## src/rtl/bram_port_arbiter.sv

```systemverilog
// -----------------------------------------------------------------------------
// bram_port_arbiter
//
// Shares the single-port record BRAM (1024x8 by default) between three
// requesters:
//   0 : eth RX payload loader
//   1 : checksum calculator
//   2 : eth TX/reply sender
// One access per cycle, round-robin between requesters. A requester may lock
// the port for a burst of up to MAX_BURST granted cycles, after which the lock
// is force-released so the others cannot starve.
//
// Handshake (req/gnt): a requester raises i_req[k] and holds i_req[k],
// i_we[k], i_addr[k] and i_wdata[k] stable until it sees o_gnt[k]=1. The
// access is performed in the cycle o_gnt[k]=1 and counts as accepted at the
// end of that cycle. For reads, o_rvalid[k] pulses in the following cycle and
// qualifies the shared o_rdata bus.
//
// Ports:
//   i_clk, i_rst_n      clock, asynchronous active-low reset
//   i_req/i_lock/i_we   per-requester request, lock request, write enable
//   i_addr/i_wdata      per-requester address/data, requester k at [k*W +: W]
//   o_gnt               one-hot grant (combinational)
//   o_rvalid            per-requester read-data valid (registered)
//   o_rdata             shared read data (pass-through of i_mem_rdata)
//   o_mem_*             BRAM port, driven from the granted requester
//   i_mem_rdata         BRAM read data, 1-cycle latency
//   o_owner             lock owner index, 3 when no lock is held
//   o_busy              1 while a lock is held
//   o_dbg_state         FSM state (0 = ARB, 1 = LOCKED)
//   o_dbg_rr            round-robin pointer (first index considered next)
// -----------------------------------------------------------------------------
module bram_port_arbiter #(
    parameter int ADDR_W    = 10,
    parameter int DATA_W    = 8,
    parameter int MAX_BURST = 64
) (
    input  logic                in_dummy_unused_never = 1'b0,
    input  logic                i_clk,
    input  logic                i_rst_n,
    input  logic [2:0]          i_req,
    input  logic [2:0]          i_lock,
    input  logic [2:0]          i_we,
    input  logic [3*ADDR_W-1:0] i_addr,
    input  logic [3*DATA_W-1:0] i_wdata,
    output logic [2:0]          o_gnt,
    output logic [2:0]          o_rvalid,
    output logic [DATA_W-1:0]   o_rdata,
    output logic                o_mem_en,
    output logic                o_mem_we,
    output logic [ADDR_W-1:0]   o_mem_addr,
    output logic [DATA_W-1:0]   o_mem_wdata,
    input  logic [DATA_W-1:0]   i_mem_rdata,
    output logic [1:0]          o_owner,
    output logic                o_busy,
    output logic [0:0]          o_dbg_state,
    output logic [1:0]          o_dbg_rr
);

    localparam int CNT_W = $clog2(MAX_BURST + 1);

    localparam logic [0:0] ST_ARB    = 1'b0;
    localparam logic [0:0] ST_LOCKED = 1'b1;

    localparam logic [1:0]       NO_OWNER = 2'd3;
    localparam logic [CNT_W-1:0] CNT_MAX  = CNT_W'(MAX_BURST);
    localparam logic [CNT_W-1:0] CNT_ONE  = CNT_W'(1);

    // -------------------------------------------------------------------------
    // Registered state
    // -------------------------------------------------------------------------
    logic [0:0]       state_q, state_d;
    logic [1:0]       rr_q, rr_d;
    logic [1:0]       owner_q, owner_d;
    logic [CNT_W-1:0] cnt_q, cnt_d;
    logic [2:0]       rvalid_q;

    logic [2:0] gnt;
    logic [2:0] own_oh;
    logic [1:0] gnt_idx;
    logic       arb_rules;   // grant taken under ARB rules (pointer update, may lock)

    // -------------------------------------------------------------------------
    // Helpers
    // -------------------------------------------------------------------------
    function automatic logic [1:0] inc_mod3(input logic [1:0] k);
        return (k == 2'd2) ? 2'd0 : k + 2'd1;
    endfunction

    // First requesting index starting at ptr, wrapping 2->0.
    function automatic logic [2:0] rr_pick(input logic [2:0] req,
                                           input logic [1:0] ptr);
        logic [2:0] g;
        logic [1:0] idx;
        g   = '0;
        idx = ptr;
        for (int i = 0; i < 3; i++) begin
            if (g == 3'b000 && req[idx]) begin
                g[idx] = 1'b1;
            end
            idx = inc_mod3(idx);
        end
        return g;
    endfunction

    function automatic logic [1:0] oh_to_idx(input logic [2:0] oh);
        logic [1:0] k;
        case (oh)
            3'b010:  k = 2'd1;
            3'b100:  k = 2'd2;
            default: k = 2'd0;
        endcase
        return k;
    endfunction

    // Owner index 3 shifts out of the vector, giving an empty mask.
    assign own_oh = 3'b001 << owner_q;

    // -------------------------------------------------------------------------
    // Grant and next-state logic
    // -------------------------------------------------------------------------
    always_comb begin
        gnt       = '0;
        state_d   = state_q;
        rr_d      = rr_q;
        owner_d   = owner_q;
        cnt_d     = cnt_q;
        arb_rules = 1'b0;
        gnt_idx   = 2'd0;

        if (state_q == ST_ARB) begin
            gnt       = rr_pick(i_req, rr_q);
            arb_rules = 1'b1;
        end else begin
            if (i_req[owner_q] && i_lock[owner_q]) begin
                if (cnt_q < CNT_MAX) begin
                    // Burst continues: only the owner is served.
                    gnt   = own_oh;
                    cnt_d = cnt_q + CNT_ONE;
                end else begin
                    // Forced release: owner sits out this cycle, the others
                    // get one round-robin chance, and any lock request by the
                    // winner is honoured only the next time it wins in ARB.
                    gnt     = rr_pick(i_req & ~own_oh, rr_q);
                    state_d = ST_ARB;
                    owner_d = NO_OWNER;
                    cnt_d   = '0;
                    rr_d    = inc_mod3(owner_q);
                end
            end else begin
                // Voluntary release: arbitrate now without the old owner.
                gnt       = rr_pick(i_req & ~own_oh, rr_q);
                state_d   = ST_ARB;
                owner_d   = NO_OWNER;
                cnt_d     = '0;
                arb_rules = 1'b1;
            end
        end

        if (arb_rules && (gnt != 3'b000)) begin
            gnt_idx = oh_to_idx(gnt);
            rr_d    = inc_mod3(gnt_idx);
            if (i_lock[gnt_idx]) begin
                state_d = ST_LOCKED;
                owner_d = gnt_idx;
                cnt_d   = CNT_ONE;
            end
        end

        // No access may reach the BRAM while reset is held.
        if (!i_rst_n) begin
            gnt = '0;
        end
    end

    // -------------------------------------------------------------------------
    // State registers
    // -------------------------------------------------------------------------
    always_ff @(posedge i_clk or negedge i_rst_n) begin
        if (!i_rst_n) begin
            state_q  <= ST_ARB;
            rr_q     <= 2'd0;
            owner_q  <= NO_OWNER;
            cnt_q    <= '0;
            rvalid_q <= '0;
        end else begin
            state_q  <= state_d;
            rr_q     <= rr_d;
            owner_q  <= owner_d;
            cnt_q    <= cnt_d;
            rvalid_q <= gnt & ~i_we;
        end
    end

    // -------------------------------------------------------------------------
    // BRAM port mux
    // -------------------------------------------------------------------------
    always_comb begin
        o_mem_we    = 1'b0;
        o_mem_addr  = '0;
        o_mem_wdata = '0;
        for (int k = 0; k < 3; k++) begin
            if (gnt[k]) begin
                o_mem_we    = i_we[k];
                o_mem_addr  = i_addr[k*ADDR_W +: ADDR_W];
                o_mem_wdata = i_wdata[k*DATA_W +: DATA_W];
            end
        end
    end

    assign o_mem_en    = |gnt;
    assign o_gnt       = gnt;
    assign o_rvalid    = rvalid_q;
    assign o_rdata     = i_mem_rdata;
    assign o_owner     = owner_q;
    assign o_busy      = (state_q == ST_LOCKED);
    assign o_dbg_state = state_q;
    assign o_dbg_rr    = rr_q;

endmodule
```

## config.mk

```make
export PLATFORM = sky130hd
export DESIGN_NAME = bram_port_arbiter
export DESIGN_NICKNAME = d
export VERILOG_FILES = /design/src/rtl/bram_port_arbiter.sv
export SDC_FILE = /design/constraint.sdc
export NUM_CORES = 1
export LEC_CHECK = 0
export CORE_AREA = 2 2 64 73
export DETAILED_ROUTE_END_ITERATION = 8
export DIE_AREA = 0 0 66 75
export GPL_TIMING_DRIVEN = 0
export PLACE_DENSITY = 0.92
export SYNTH_ARGS = -nofsm -noshare
export SYNTH_HDL_FRONTEND = slang
export SYNTH_SLANG_ARGS = --single-unit
```

## constraint.sdc

```tcl
create_clock -name i_clk -period 7.08 [get_ports i_clk]
set_input_delay 1.416 -clock i_clk [delete_from_list [all_inputs] [get_ports i_clk]]
set_output_delay 1.416 -clock i_clk [all_outputs]
set_load 0.02 [all_outputs]
```

### Word-level counts from Yosys, hierarchy flattened

Index checks and enable logic that the tools add are counted.

| storage, ports and cells | value |
|---|---|
| memories kept | 0 |
| register bits | 15 |
| bits in writable memories | 0 |
| input bits | 74 |
| output and inout port bits | 40 |
| ROM bits | 0 |
| latch bits | 0 |
| word-level logic and storage cells | 143 |

| operators by class | value |
|---|---|
| shift-type cells | 1 |
| order comparisons | 9 |
| bitwise operators | 10 |
| $add $sub $neg | 5 |
| equality and inequality tests | 7 |
| reductions and logical operators | 22 |
| div/mod/pow operators | 0 |
| multiply operators | 0 |
| muxes and demuxes | 84 |

Operators by type and width:

| kind | number |
|---|---|
| 3-bit 2-to-1 mux | 24 |
| 7-bit 2-to-1 mux | 5 |
| 10-bit 2-to-1 mux | 3 |
| 2-bit 2-to-1 mux | 14 |
| 8-bit 2-to-1 mux | 3 |
| 1-bit 2-to-1 mux | 22 |
| 1-bit binary-select mux with 2-bit select | 9 |
| 3-bit zero test | 6 |
| 3-bit bitwise OR | 6 |
| 2-bit by 3-bit less-than comparator with 1-bit output, second input constant | 5 |
| 1-bit logical AND | 11 |
| 2-bit by 1-bit adder with 2-bit output, second input constant | 4 |
| 2-bit equality test, second input constant | 4 |
| 7-bit by 1-bit adder with 7-bit output, second input constant | 1 |
| 7-bit less-than comparator, second input constant | 1 |
| 3-bit bitwise AND | 2 |
| 1-bit demux with 2-bit select | 3 |
| 2-bit by 1-bit >= comparator with 1-bit output, second input constant | 3 |
| 3-bit NOT | 2 |
| 2-bit one-hot mux with 2 select lines | 1 |
| 2-bit nonzero test | 2 |
| 3-bit by 2-bit equality test with 1-bit output, second input constant | 1 |
| 3-bit equality test, second input constant | 1 |
| 3-bit AND reduction | 1 |
| other kinds (4) | 4 |

### Logic depth before layout (Yosys ltp)

| logic depth | value |
|---|---|
| word-level depth | 28 |
| mapped depth | 10 |
| mapped depth without buffers | 6 |

### Worst setup path before layout

No wires, ideal clock.

| path | value |
|---|---|
| path type | input-to-output |
| start | input port i_req[1] |
| end | output port o_mem_we |
| cell stages on the path | 7 |
| setup slack | 2.359 ns |
| required time | 5.664 ns |
| path buffers | 1 |
| arrival time | 3.305 ns |
| cell sequence | buf_2 > mux2i_1 > a2bb2oi_1 > o31a_2 > a2111oi_4 > a21oi_1 > a211oi_1 |

| on the way | value |
|---|---|
| cells in the longest elaborated chain, start to end | 23 |
| elaborated cells between the ends (all ways) | 61 |
| those cells by class | mux: 41; bitwise: 7; reduce/logical: 13 |

Ends and longest elaborated chain:

| item | line | RTL |
|---|---|---|
| start, declared | 41 | `input logic [2:0] i_req,` |
| 3-bit bitwise AND | 144, 152 |  |
| 1-bit binary-select mux with 2-bit select | 98 | `if (g == 3'b000 && req[idx]) begin` |
| 1-bit 2-to-1 mux (not written as such) | 98 |  |
| 3-bit 2-to-1 mux | 98 |  |
| 3-bit 2-to-1 mux | 136 | `if (cnt_q < CNT_MAX) begin` |
| 3-bit 2-to-1 mux | 135 | `if (i_req[owner_q] && i_lock[owner_q]) begin` |
| 3-bit 2-to-1 mux | 131 | `if (state_q == ST_ARB) begin` |
| 3-bit zero test | 98 |  |
| [... 6 more ...] | -- |  |
| 1-bit logical AND | 98 |  |
| 3-bit 2-to-1 mux | 98 |  |
| 3-bit 2-to-1 mux | 136 |  |
| 3-bit 2-to-1 mux | 135 |  |
| 3-bit 2-to-1 mux (*) | 131 |  |
| 3-bit 2-to-1 mux (*) | 171 | `if (!i_rst_n) begin` |
| 1-bit 2-to-1 mux (2 in series) | 203 | `if (gnt[k]) begin` |
| 1-bit 2-to-1 mux (*) | 203 |  |
| end, declared | 50 | `output logic o_mem_we,` |

Mark *: on every way between the ends. The rest lies on a longest branch, timed or not. The select of a mux whose other input is x is not followed.

### Final worst setup path

| path | value |
|---|---|
| start | input port i_req[0] |
| end | output port o_mem_addr[1] |

| on the way | value |
|---|---|
| cells in the longest elaborated chain, start to end | 23 |
| elaborated cells between the ends (all ways) | 61 |
| those cells by class | mux: 41; bitwise: 7; reduce/logical: 13 |

Ends and longest elaborated chain:

| item | line | RTL |
|---|---|---|
| 3-bit bitwise AND | 144, 152 |  |
| 1-bit binary-select mux with 2-bit select | 98 |  |
| 1-bit 2-to-1 mux (not written as such) | 98 |  |
| 3-bit 2-to-1 mux | 98 |  |
| 3-bit 2-to-1 mux | 136 |  |
| 3-bit 2-to-1 mux | 135 |  |
| 3-bit 2-to-1 mux | 131 |  |
| 3-bit zero test | 98 |  |
| [... 6 more ...] | -- |  |
| 1-bit logical AND | 98 |  |
| 3-bit 2-to-1 mux | 98 |  |
| 3-bit 2-to-1 mux | 136 |  |
| 3-bit 2-to-1 mux | 135 |  |
| 3-bit 2-to-1 mux (*) | 131 |  |
| 3-bit 2-to-1 mux (*) | 171 |  |
| 10-bit 2-to-1 mux (2 in series) | 203 |  |
| 10-bit 2-to-1 mux (*) | 203 |  |
| end, declared | 51 | `output logic [ADDR_W-1:0] o_mem_addr,` |

Marks and branches as above.

==> flow_summary.rst <==
.. list-table::
   :header-rows: 1

   * - Metric
     - Value
   * - Start-to-end type of the worst setup path
     - input pin to primary output
   * - R2R setup slack
     - 4.65 ns
   * - Worst Clk Skew
     - 0.003685 ns
   * - Starting DRC count in detailed routing
     - 137
   * - Syn_nets
     - 252
   * - Seq/Total Area, Yosys
     - 24.30%
   * - P_leak
     - around 1.1 nW
   * - Kind of start point of the critical path
     - input pin
   * - Count of nets left with antenna violations after detail routing
     - 0
   * - Clock-pin transition on the worst setup and hold timing paths
     - approximately 0.050 ns
   * - Worst-skew pair later-pin latency
     - 0.25 ns
   * - Die Outline Area
     - approximately 0.005 sq mm
   * - CTS root buf
     - sky130_fd_sc_hd__clkbuf_8
   * - WL/cell
     - ~16 microns
   * - Initial standard-cell utilization of the core
     - around 37%
   * - Share of synthesized flip-flops with an asynchronous set or reset
     - 100.0%
   * - Fraction of the core area covered by cells at the end of the flow
     - 64.39%
   * - Crit path time final
     - around 5.7 ns
   * - Ys flop type
     - sky130_fd_sc_hd__dfrtp_1
   * - Class of the tightest hold or removal check
     - flip-flop to flip-flop
   * - H-tree level count
     - 1
   * - CTS resizes
     - 0
   * - Wire length of the first global-routing pass
     - roughly 8.3 mm
   * - Tightest slew margin relative to the limit
     - about 48%
   * - Library cell with the highest instance count after synthesis
     - sky130_fd_sc_hd__and3_1
   * - Die X-Extent
     - 66 microns
   * - Synthesis-stage register bit count
     - 15
   * - Row count
     - 25
   * - Placer's final routability congestion estimate
     - 0.8427
   * - Count of buffers inserted at the top-level ports
     - 103
   * - Num CTS Buffers
     - 3
   * - Clock Tree Buf Depth
     - 2
   * - Power density over the cells
     - 355.5 mW/mm^2
   * - Number of placed I/O pins
     - 114
   * - Drt total wl
     - 5.464 mm
   * - Number of nets in the finished design
     - 360
   * - Post CTS Setup Buffer Count
     - 0
   * - Worst vdd ir
     - between 0.00015 and 0.0002 V
   * - Via count of the first global-routing pass
     - 1816
   * - Gate count of the mapped netlist
     - ~180
   * - Critical path endpoint category
     - primary output
   * - Warning count from the yosys run
     - 0
   * - Count of inserted antenna diode cells
     - 0
   * - Total negative slack for setup checks
     - 0 ns
   * - Highest Clock Rate
     - 175.5 MHz
   * - Count of pins over their slew limit
     - 0
   * - Worst min-delay path startpoint
     - cnt_q[5]
   * - Startpoint of the worst-slack reg-to-reg timing path
     - o_owner[0]
   * - Ratio of routed vias to standard cells
     - 5.462
   * - Biggest area consumer among synthesized cells
     - sky130_fd_sc_hd__dfrtp_1
   * - Required @ worst endpoint
     - 5.66 ns
   * - Maximum number of pins on one net before global-route repair
     - 21
   * - Signed area change from the synthesized netlist to the final layout
     - 73.53%
   * - Total Routing Usage GR
     - a little over a fifth
   * - Area of the placeable core
     - 0.004192 sq mm
   * - Min-Delay Path Depth
     - 2
   * - Distinct cell type count of the synthesized netlist
     - 54
   * - Most area-consuming cells after synthesis
     - sky130_fd_sc_hd__dfrtp_1 (21%), sky130_fd_sc_hd__a221o_1 (12%), sky130_fd_sc_hd__and3_1 (8.0%), sky130_fd_sc_hd__buf_4 (4.8%), sky130_fd_sc_hd__dfstp_2 (3.4%)
   * - Pin slew with the least headroom to its limit
     - 0.7842 ns
   * - Ratio of cells with drive above 1 in the final layout
     - 11.97%
   * - Number of vias after detailed routing
     - roughly 1800
   * - Arrival time at the worst endpoint
     - ~4.3 ns
   * - Reg2Reg Capture Point
     - cnt_q[3]
   * - Final Hold Violating Endpoints
     - 0
   * - Initial antenna violation count
     - 0
   * - Status
     - complete, no violations
   * - Setup repair after global routing missed its margin
     - no
   * - Detailed placement HPWL
     - ~4.4 mm
   * - CP max FO
     - 10
   * - Hold endpoint
     - cnt_q[5]
   * - Clock tree from TritonCTS
     - built
   * - Number of failing setup endpoints in the final timing report
     - 0
   * - Max-capacitance violation count
     - 0
   * - Number of search-and-repair iterations in the first detailed-routing pass
     - 4
   * - Gr ovfl total
     - 0
   * - Mean instance size in the synthesized netlist
     - 8.787 sq um
   * - Share of the cycle needed by the critical path after routing
     - 80.48%
   * - Number of cell instances on the worst register-to-register path
     - 8
   * - Remaining DRCs
     - 0
   * - Total clock sinks
     - 15
   * - Synthesized area
     - 0.001555 sq mm
   * - Die Height
     - roughly 75 microns
   * - Hold buffer count at cts
     - 0
   * - Proportion of netlist area held by the largest area contributor
     - 20.92%
   * - Most used standard cells in the synthesized netlist
     - sky130_fd_sc_hd__and3_1 (20), sky130_fd_sc_hd__a221o_1 (18), sky130_fd_sc_hd__dfrtp_1 (13)
   * - Number of synthesized flops with an enable pin
     - 0
[cell usage in the layout (no fill, tap or decap), drive strengths merged, types with 2 or more instances in the layout]
cell | netlist | routed
a21oi | 6 | 6
o211ai | 2 | 2
inv | 4 | 4
nand2b | 5 | 5
nor2b | 5 | 5
nand4 | 6 | 6
and3 | 20 | 20
nand3 | 7 | 7
dfstp | 2 | 2
a221o | 18 | 18
clkbuf | 4 | 8
a2bb2oi | 2 | 2
dfrtp | 13 | 13
clkdlybuf4s50 | 0 | 103
o221ai | 2 | 2
nor4 | 5 | 5
mux2i | 3 | 3
nor2 | 6 | 6
buf | 20 | 20
a211oi | 3 | 3
and2 | 3 | 3
nor3 | 3 | 3
nand2 | 7 | 7
o21ai | 5 | 5
xor2 | 3 | 3
a32o | 2 | 2
[per-layer routing]
metal	vias to the layer above	routed length (microns)	GRT usage, %
met2	67	2903	36.14
met1	869	2212	27.61
li1	902	-	-
met5	-	0	0
met4	0	101	9.070
met3	8	246	2.541
[registers in the layout, summed over array words and instances, names as in the netlist]
register,flops
o_dbg_rr,2
o_rvalid,3
o_busy,1
cnt_q,7
o_owner,2
[per-stage QoR]
step | cell area [sq um] | power [W] | hold slack [ns] | setup slack (ns) | cells
2_1_floorplan | 1555 | 0.0006041 | 0.5255 | 2.359 | 177
3_3_place_gp | 2654 | 0.0008767 | 0.5411 | 1.429 | 334
3_5_place_dp | 2654 | 0.0008905 | 0.5476 | 1.417 | 334
4_1_cts | 2699 | 0.0009623 | 0.5548 | 1.403 | 338
5_1_grt | 2699 | 0.001023 | 0.5975 | 1.213 | 338
6_report | 2699 | 0.0009594 | 0.5525 | 1.382 | 338
[worst max-delay path by stage]
stage,slack (ns),to,cells past startpoint,start
detailed placement,1.42,o_mem_addr[1],10,i_req[0]
finish,1.38,o_mem_addr[1],10,i_req[0]
CTS,1.40,o_mem_addr[1],10,i_req[0]
global route,1.21,o_mem_addr[6],10,i_req[0]
floorplan,2.36,o_mem_we,7,i_req[1]
global placement,1.43,o_mem_addr[6],10,i_req[0]
[power by group]
group	internal, W	total, W	leakage [nW]	switching, W
Combinational	0.000357	0.000755	0.902	0.000397
Clock	0.0000398	0.0000682	0.0228	0.0000283
Sequential	0.000113	0.000137	0.193	0.0000234
Total	0.000510	0.000959	1.12	0.000449
[logic make-up after synthesis]
logic type | after synthesis | share of synthesized area (%)
compound gates | 53 | 31.30
xor+xnor | 4 | 2.253
fa+ha+maj | 1 | 0.8044
buf+inv | 28 | 11.50
flops | 15 | 24.30
mux | 4 | 2.896
simple gates | 72 | 26.95
[worst max-delay path: stages]
cell and delay, ns:
sky130_fd_sc_hd__clkdlybuf4s50_1 0.55, sky130_fd_sc_hd__mux2i_1 0.12, sky130_fd_sc_hd__o2bb2ai_1 0.38, sky130_fd_sc_hd__nand3_2 0.16
sky130_fd_sc_hd__o221ai_2 0.37, sky130_fd_sc_hd__and2_4 0.21, sky130_fd_sc_hd__buf_6 0.14, sky130_fd_sc_hd__buf_6 0.15
sky130_fd_sc_hd__a221o_1 0.16, sky130_fd_sc_hd__clkdlybuf4s50_1 0.63
[cell type report]
cell class,instances,area (sq um)
clock buffers,4,45.04
well taps,54,67.56
inverters,4,15.01
plain buffers,24,163.9
repair buffers,103,1031
multi-input cells,134,998.5
fillers,380,1493
flip-flops and latches,15,377.9
No activity file was read; power rests on OpenSTA's default activity.
